==> config.mk <==
export PLATFORM = sky130hd
export DESIGN_NAME = mem_port_arbiter
export DESIGN_NICKNAME = d
export VERILOG_FILES = /design/src/rtl/mem_port_arbiter.sv
export SDC_FILE = /design/constraint.sdc
export NUM_CORES = 1
export LEC_CHECK = 0
export BUFFER_PORTS_ARGS = -buffer_cell sky130_fd_sc_hd__buf_2
export CORE_MARGIN = 1.5
export CORE_UTILIZATION = 49
export CTS_BUF_LIST = sky130_fd_sc_hd__clkbuf_2
export DETAILED_ROUTE_END_ITERATION = 8
export PLACE_DENSITY = 0.93
export REMOVE_ABC_BUFFERS = 1
export SYNTH_ARGS = -nofsm -noshare
export SYNTH_HDL_FRONTEND = slang
export SYNTH_SLANG_ARGS = --single-unit
==> constraint.sdc <==
create_clock -name clk -period 2.2 [get_ports clk]
set_clock_uncertainty 0.15 [all_clocks]
set_input_delay 0.44 -clock clk [delete_from_list [all_inputs] [get_ports clk]]
set_output_delay 0.44 -clock clk [all_outputs]
set_load 0.03 [all_outputs]
==> src/rtl/mem_port_arbiter.sv <==
// Round-robin arbiter sharing one single-ported, variable-latency memory between
// the instruction-fetch port and the data port, with acknowledge timeout.
module mem_port_arbiter #(
    parameter int ADDR_W  = 32,
    parameter int DATA_W  = 32,
    parameter int TIMEOUT = 16
) (
    input  logic              clk,
    input  logic              RESET,
    input  logic              i_req,
    input  logic [ADDR_W-1:0] i_addr,
    output logic              i_done,
    output logic [DATA_W-1:0] i_rdata,
    output logic              i_err,
    input  logic              d_req,
    input  logic              d_we,
    input  logic [ADDR_W-1:0] d_addr,
    input  logic [DATA_W-1:0] d_wdata,
    output logic              d_done,
    output logic [DATA_W-1:0] d_rdata,
    output logic              d_err,
    output logic              mem_req,
    output logic              mem_we,
    output logic [ADDR_W-1:0] mem_addr,
    output logic [DATA_W-1:0] mem_wdata,
    input  logic [DATA_W-1:0] mem_rdata,
    input  logic              mem_ack,
    output logic              busy
);

    localparam int CNT_W = $clog2(TIMEOUT + 1) + 1;

    typedef enum logic [1:0] {IDLE, ISSUE, RESP} state_t;
    typedef enum logic {PORT_I = 1'b0, PORT_D = 1'b1} port_t;

    state_t            state, state_nxt;
    port_t             lat_port, last_grant;
    logic [ADDR_W-1:0] lat_addr;
    logic              lat_we;
    logic [DATA_W-1:0] lat_wdata;
    logic [CNT_W-1:0]  wait_cnt;
    logic              grant_d;
    logic              any_req;
    logic              timeout_hit;
    logic [DATA_W-1:0] ack_data;

    // On a tie the port that did not win last time gets the memory.
    assign any_req     = i_req | d_req;
    assign grant_d     = d_req & (~i_req | (last_grant == PORT_I));
    assign timeout_hit = (wait_cnt == CNT_W'(TIMEOUT));
    assign ack_data    = lat_we ? '0 : mem_rdata;

    always_ff @(posedge clk) begin
        if (RESET) begin
            state <= IDLE;
        end else begin
            state <= state_nxt;
        end
    end

    always_comb begin
        state_nxt = state;
        case (state)
            IDLE:    if (any_req) state_nxt = ISSUE;
            ISSUE:   if (mem_ack || timeout_hit) state_nxt = RESP;
            RESP:    state_nxt = IDLE;
            default: state_nxt = IDLE;
        endcase
    end

    always_ff @(posedge clk) begin
        if (RESET) begin
            lat_port   <= PORT_I;
            last_grant <= PORT_I;
            lat_addr   <= '0;
            lat_we     <= 1'b0;
            lat_wdata  <= '0;
            wait_cnt   <= '0;
            i_rdata    <= '0;
            i_err      <= 1'b0;
            d_rdata    <= '0;
            d_err      <= 1'b0;
        end else begin
            case (state)
                IDLE: begin
                    if (any_req) begin
                        lat_port   <= grant_d ? PORT_D : PORT_I;
                        last_grant <= grant_d ? PORT_D : PORT_I;
                        lat_addr   <= grant_d ? d_addr : i_addr;
                        lat_we     <= grant_d & d_we;
                        lat_wdata  <= grant_d ? d_wdata : '0;
                        wait_cnt   <= CNT_W'(1);
                    end
                end
                ISSUE: begin
                    // An ack in the final allowed cycle still counts as success.
                    if (mem_ack || timeout_hit) begin
                        wait_cnt <= '0;
                        if (lat_port == PORT_D) begin
                            d_rdata <= mem_ack ? ack_data : '0;
                            d_err   <= ~mem_ack;
                        end else begin
                            i_rdata <= mem_ack ? ack_data : '0;
                            i_err   <= ~mem_ack;
                        end
                    end else begin
                        wait_cnt <= wait_cnt + CNT_W'(1);
                    end
                end
                default: ;
            endcase
        end
    end

    assign mem_req   = (state == ISSUE);
    assign mem_we    = lat_we;
    assign mem_addr  = lat_addr & ~ADDR_W'(3);
    assign mem_wdata = lat_wdata;
    assign i_done    = (state == RESP) && (lat_port == PORT_I);
    assign d_done    = (state == RESP) && (lat_port == PORT_D);
    assign busy      = (state != IDLE);

endmodule

**After elaboration in Yosys (flattened, before gate mapping)**

Index checks and enable logic that the tools add are counted.

- Input port bits: 134
- Register bits: 140

- Reduce and logical (&&, ||, !) cells: 11
- Bitwise gates (word level): 7
- Add/sub/neg operators: 1
- Eq/ne operators: 5
- Multiplexer cells: 11

Operator list:

| cell | number |
|---|---|
| $mux 32 | 4 |
| $mux 6 | 2 |
| $pmux 6 s2 | 1 |
| $add 6x1->6 const B | 1 |
| $eq 6x5->1 const B | 1 |
| $reduce_and 2->1 | 3 |
| $reduce_and 3->1 | 2 |
| $mux 2 | 2 |
| $pmux 2 s2 | 1 |
| $reduce_bool 2->1 | 2 |
| $not 1->1 | 3 |
| $and 1x1->1 | 2 |
| $eq 2x1->1 const B | 1 |
| $eq 2x2->1 const B | 1 |
| $logic_and 1x1->1 | 2 |
| $logic_not 2->1 | 1 |
| $ne 2x1->1 const B | 1 |
| $ne 2x2->1 const B | 1 |
| $or 1x1->1 | 2 |
| $logic_or 1x1->1 | 1 |
| $mux 1 | 1 |

**Depth between registers and ports, before layout**

- Depth after elaboration: 4
- Depth in mapped cells: 7
- Depth with buffers taken out: 5

**Worst setup path before layout**

Ideal clock, no wire load.

- Kind: register -> output
- Start point: reg state[1]
- End point: out i_done
- Cell stages (with the launch flop): 3
- Data arrival time: 1.300 ns
- Required time: 1.610 ns
- Setup slack: 0.310 ns
- Cell sequence: dfxtp_1 > buf_2 > nor3b_1

- Longest elaborated chain between the ends: 2

Ends and longest elaborated chain:

| what | RTL line | text |
|---|---|---|
| start: declaration | 36 | `state_t state, state_nxt;` |
| start signal: assignment | 57 | `state <= state_nxt;` |
| $eq 2x2->1 | 119 | `assign i_done = (state == RESP) && (lat_port == PORT_I);` |
| $logic_and 1x1->1 | 119 |  |
| end: declaration | 12 | `output logic i_done,` |

Every way passes these cells.

**Worst setup path in the final report**

- Start point: reg last_grant
- End point: reg lat_addr[22]

- Longest elaborated chain between the ends: 4

Ends and longest elaborated chain:

| what | RTL line | text |
|---|---|---|
| start: declaration | 37 | `port_t lat_port, last_grant;` |
| start signal: assignment | 88 | `last_grant <= grant_d ? PORT_D : PORT_I;` |
| $not 1->1 (no line) | n/a |  |
| $or 1x1->1 | 49 | `assign grant_d = d_req & (~i_req \| (last_grant == PORT_I));` |
| $and 1x1->1 | 49 |  |
| $mux 32 | 89 | `lat_addr <= grant_d ? d_addr : i_addr;` |
| end signal: assignment | 89 |  |
| end: declaration | 38 | `logic [ADDR_W-1:0] lat_addr;` |

Every way passes these cells.
A chain may end at the register's enable or synchronous reset.

==> results.cfg <==
[clocking]
cts_tree = yes
clk_latency_ns = 0.68
clock_sinks = 138
numCtsBuffers = 17
htree_levels = 4
cts.clk_slew.worst_paths_ns = 0.20
cts_root_buf = clkbuf_2
clk_path_buf_depth = 2

[run_status]
violations = DRC, setup timing
status = complete, but fails checks

[route]
dr.pass1.iters = 9
antenna_left = 0
drc = 20
drt-total-wl_um = 23600
wire_per_inst_um = 19.9
viasPerCell = 6.09
vias = 7237
drt_iter0_markers = 993

[power_and_ir_drop]
p_comb_frac = 0.268
powerDensity_mw_per_mm2 = 639
power.switching_w = 0.00196
intPower_w = 0.00379
p_clk_frac = 0.254
power.total_w = 0.00575
power_switching_share = 0.341
power_leakage_nw = 3.92
peakVddDrop_uv = 440
p_seq_frac = 0.478

[synthesis]
postSynthAreaPerCell_um2 = 8.86
synthFlopType = dfxtp_1
netlist_instances = 662
synth_xor_area_frac = 0
synth-compound-area-share = 0.255
ys_ff_latch = 138
synthAdderAreaFrac = 0.00427
synth-simple-area-share = 0.154
synthMuxAreaShare = 0.0512
synth.distinct_cells = 40
syn_area_mm2 = 0.00587
synth_edf_count = 0
synth_top_family_by_area = compound AO/OA/AOI/OAI gates
synth_async_sr_flop_share = 0
yosysSeqAreaShare = 0.471
yosys_warnings = 0

[sta]
relSlewSlack = 0.662
maxSlewViolCount = 0
final.period_utilization = 1.00
rsz0062_at_grt = yes
hold_viol = 0
fin_ws_ns = -0.000764
setup_viol = 2
fmax_ghz = 0.454
hold_slack_ns = 0.0954
worstMarginPinSlew_ns = 0.503
finalCriticalPeriod_ns = 2.20

[final_layout]
fin_util = 0.778
syn_to_final_growth_pct = 53.4
drive_above_1_share = 0.333
nets = 1167
layout_common_cells = 257 x buf_2, 135 x dfxtp_1, 127 x dlygate4sd3_1
final_cell_area_mm2 = 0.00900
layout_commonest_cell = buf_2

[job]
drv_cap = 0

[global_route]
grt_pass1_wl_um = 36000
grt_use_total = 0.357
grt_pass1_vias = 7016
antenna_found_initial = 1
grt_max_degree = 83
grt_remaining_overflow = 0

[worst_setup_path]
startpoint = last_grant
required_ns = 2.65
worstSetupEndpointType = register
cp-start-kind = register
arrival_ns = 2.65
crit_type = register to register
rr_startpoint = last_grant
path_max_fanout = 16

[die]
core_area_mm2 = 0.0116
dieWidth_um = 112
die_area_mm2 = 0.0126
die_y_um = 112
num_rows = 39
start_util = 0.507
num_io_pins = 269

[min_path]
hold_class = input port to register
min_from = d_req

[placed_design]
place.port_buffers = 262
globalplace.congestion = 0.811
place_area_mm2 = 0.00732
hpwlAfterDp_um = 11400
[sequential cells by signal, indices dropped and copies added, names as in the netlist]
name	count
i_rdata	32
state	2
wait_cnt	6
mem_wdata	32
i_err	1
d_err	1
mem_we	1
last_grant	1
d_rdata	32
lat_addr	30
[final timing paths]
kind / endpoint / depth (start not counted) / slack [ns]
worst max-delay path: lat_addr[22] / 5 / -0.0008
worst min-delay path: wait_cnt[5] / 4 / 0.1
worst max register to register: lat_addr[22] / 5 / -0.0008
worst min register to register: mem_wdata[4] / 2 / 0.34
[cells in the mapped netlist (2+ instances only)]
library cell | n | area share
a21oi_1 | 98 | 0.084
nor2_1 | 4 | 0.0026
buf_4 | 5 | 0.0064
ha_1 | 2 | 0.0043
o32ai_1 | 4 | 0.0060
o21ai_1 | 31 | 0.026
inv_1 | 6 | 0.0038
o211ai_1 | 35 | 0.045
nand3_1 | 99 | 0.084
dfxtp_1 | 138 | 0.47
and3b_1 | 3 | 0.0045
clkbuf_1 | 55 | 0.035
nor3b_1 | 2 | 0.0026
buf_2 | 10 | 0.0085
nor2b_1 | 2 | 0.0021
nand4bb_1 | 2 | 0.0038
a41oi_1 | 2 | 0.0030
o21ai_0 | 5 | 0.0043
buf_1 | 6 | 0.0038
mux2i_1 | 30 | 0.051
nand2_1 | 3 | 0.0019
or3_1 | 3 | 0.0032
nor3_1 | 2 | 0.0017
a211oi_1 | 33 | 0.042
buf_6 | 3 | 0.0058
o22ai_1 | 32 | 0.034
nand2b_1 | 34 | 0.036
[layer usage]
layer,share of wire,global-route usage,vias up
met5,0,0,-
met4,0.050,0.221,0
met3,0.10,0.103,115
met2,0.48,0.588,604
met1,0.36,0.412,3327
li1,-,-,3191
[final cells by class]
class / count / area, um2
Antenna cell: 1 / 2.50
Sequential cell: 138 / 2770
Inverter: 7 / 28.8
Clock buffer: 19 / 95.1
Clock inverter: 13 / 128
Tap cell: 143 / 179
Multi-Input combinational cell: 439 / 2790
Timing Repair Buffer: 428 / 3010
Fill cell: 702 / 2570
[per-stage QoR]
stage                     std cells  setup WS [ns]  setup TNS (ns)
after floorplan                 584          -2.87         -219.95
after global placement         1016          0.371               0
after detailed placement       1016          0.307               0
after CTS                      1179        0.00498               0
after global routing           1188        -0.0362          -0.117
final                          1188      -0.000764       -0.000942
[cells by family after synthesis]
kind of cell / count (synthesis)
compound gates: 245
simple gates: 160
fa+ha+maj: 2
flops: 138
other cells: 1
buf+inv: 86
mux: 30
[power groups by stage]
stage	Combinational (W)	Clock, W	Sequential [W]
after floorplan	0.000443	0	0.00304
after global placement	0.00120	0	0.00277
after detailed placement	0.00122	0	0.00277
after CTS	0.00144	0.00146	0.00273
after global routing	0.00162	0.00157	0.00276
final	0.00154	0.00146	0.00275
[critical path, cell delays in order (launching register included)]
cell	delay, ns
dfxtp_4	0.44
a21boi_4	0.27
buf_6	0.28
mux2i_1	0.12
dlygate4sd3_1	0.57
a211oi_1	0.28
[repair_timing]
item	CTS	global route
gates cloned	0	3
resized for setup	20	5
setup endpoints to repair	4	32
pin swaps	2	1
endpoints found under the hold margin	133	0
buffers inserted	5	6
hold buffers	127	0
Power figures use the tool's default switching activity.
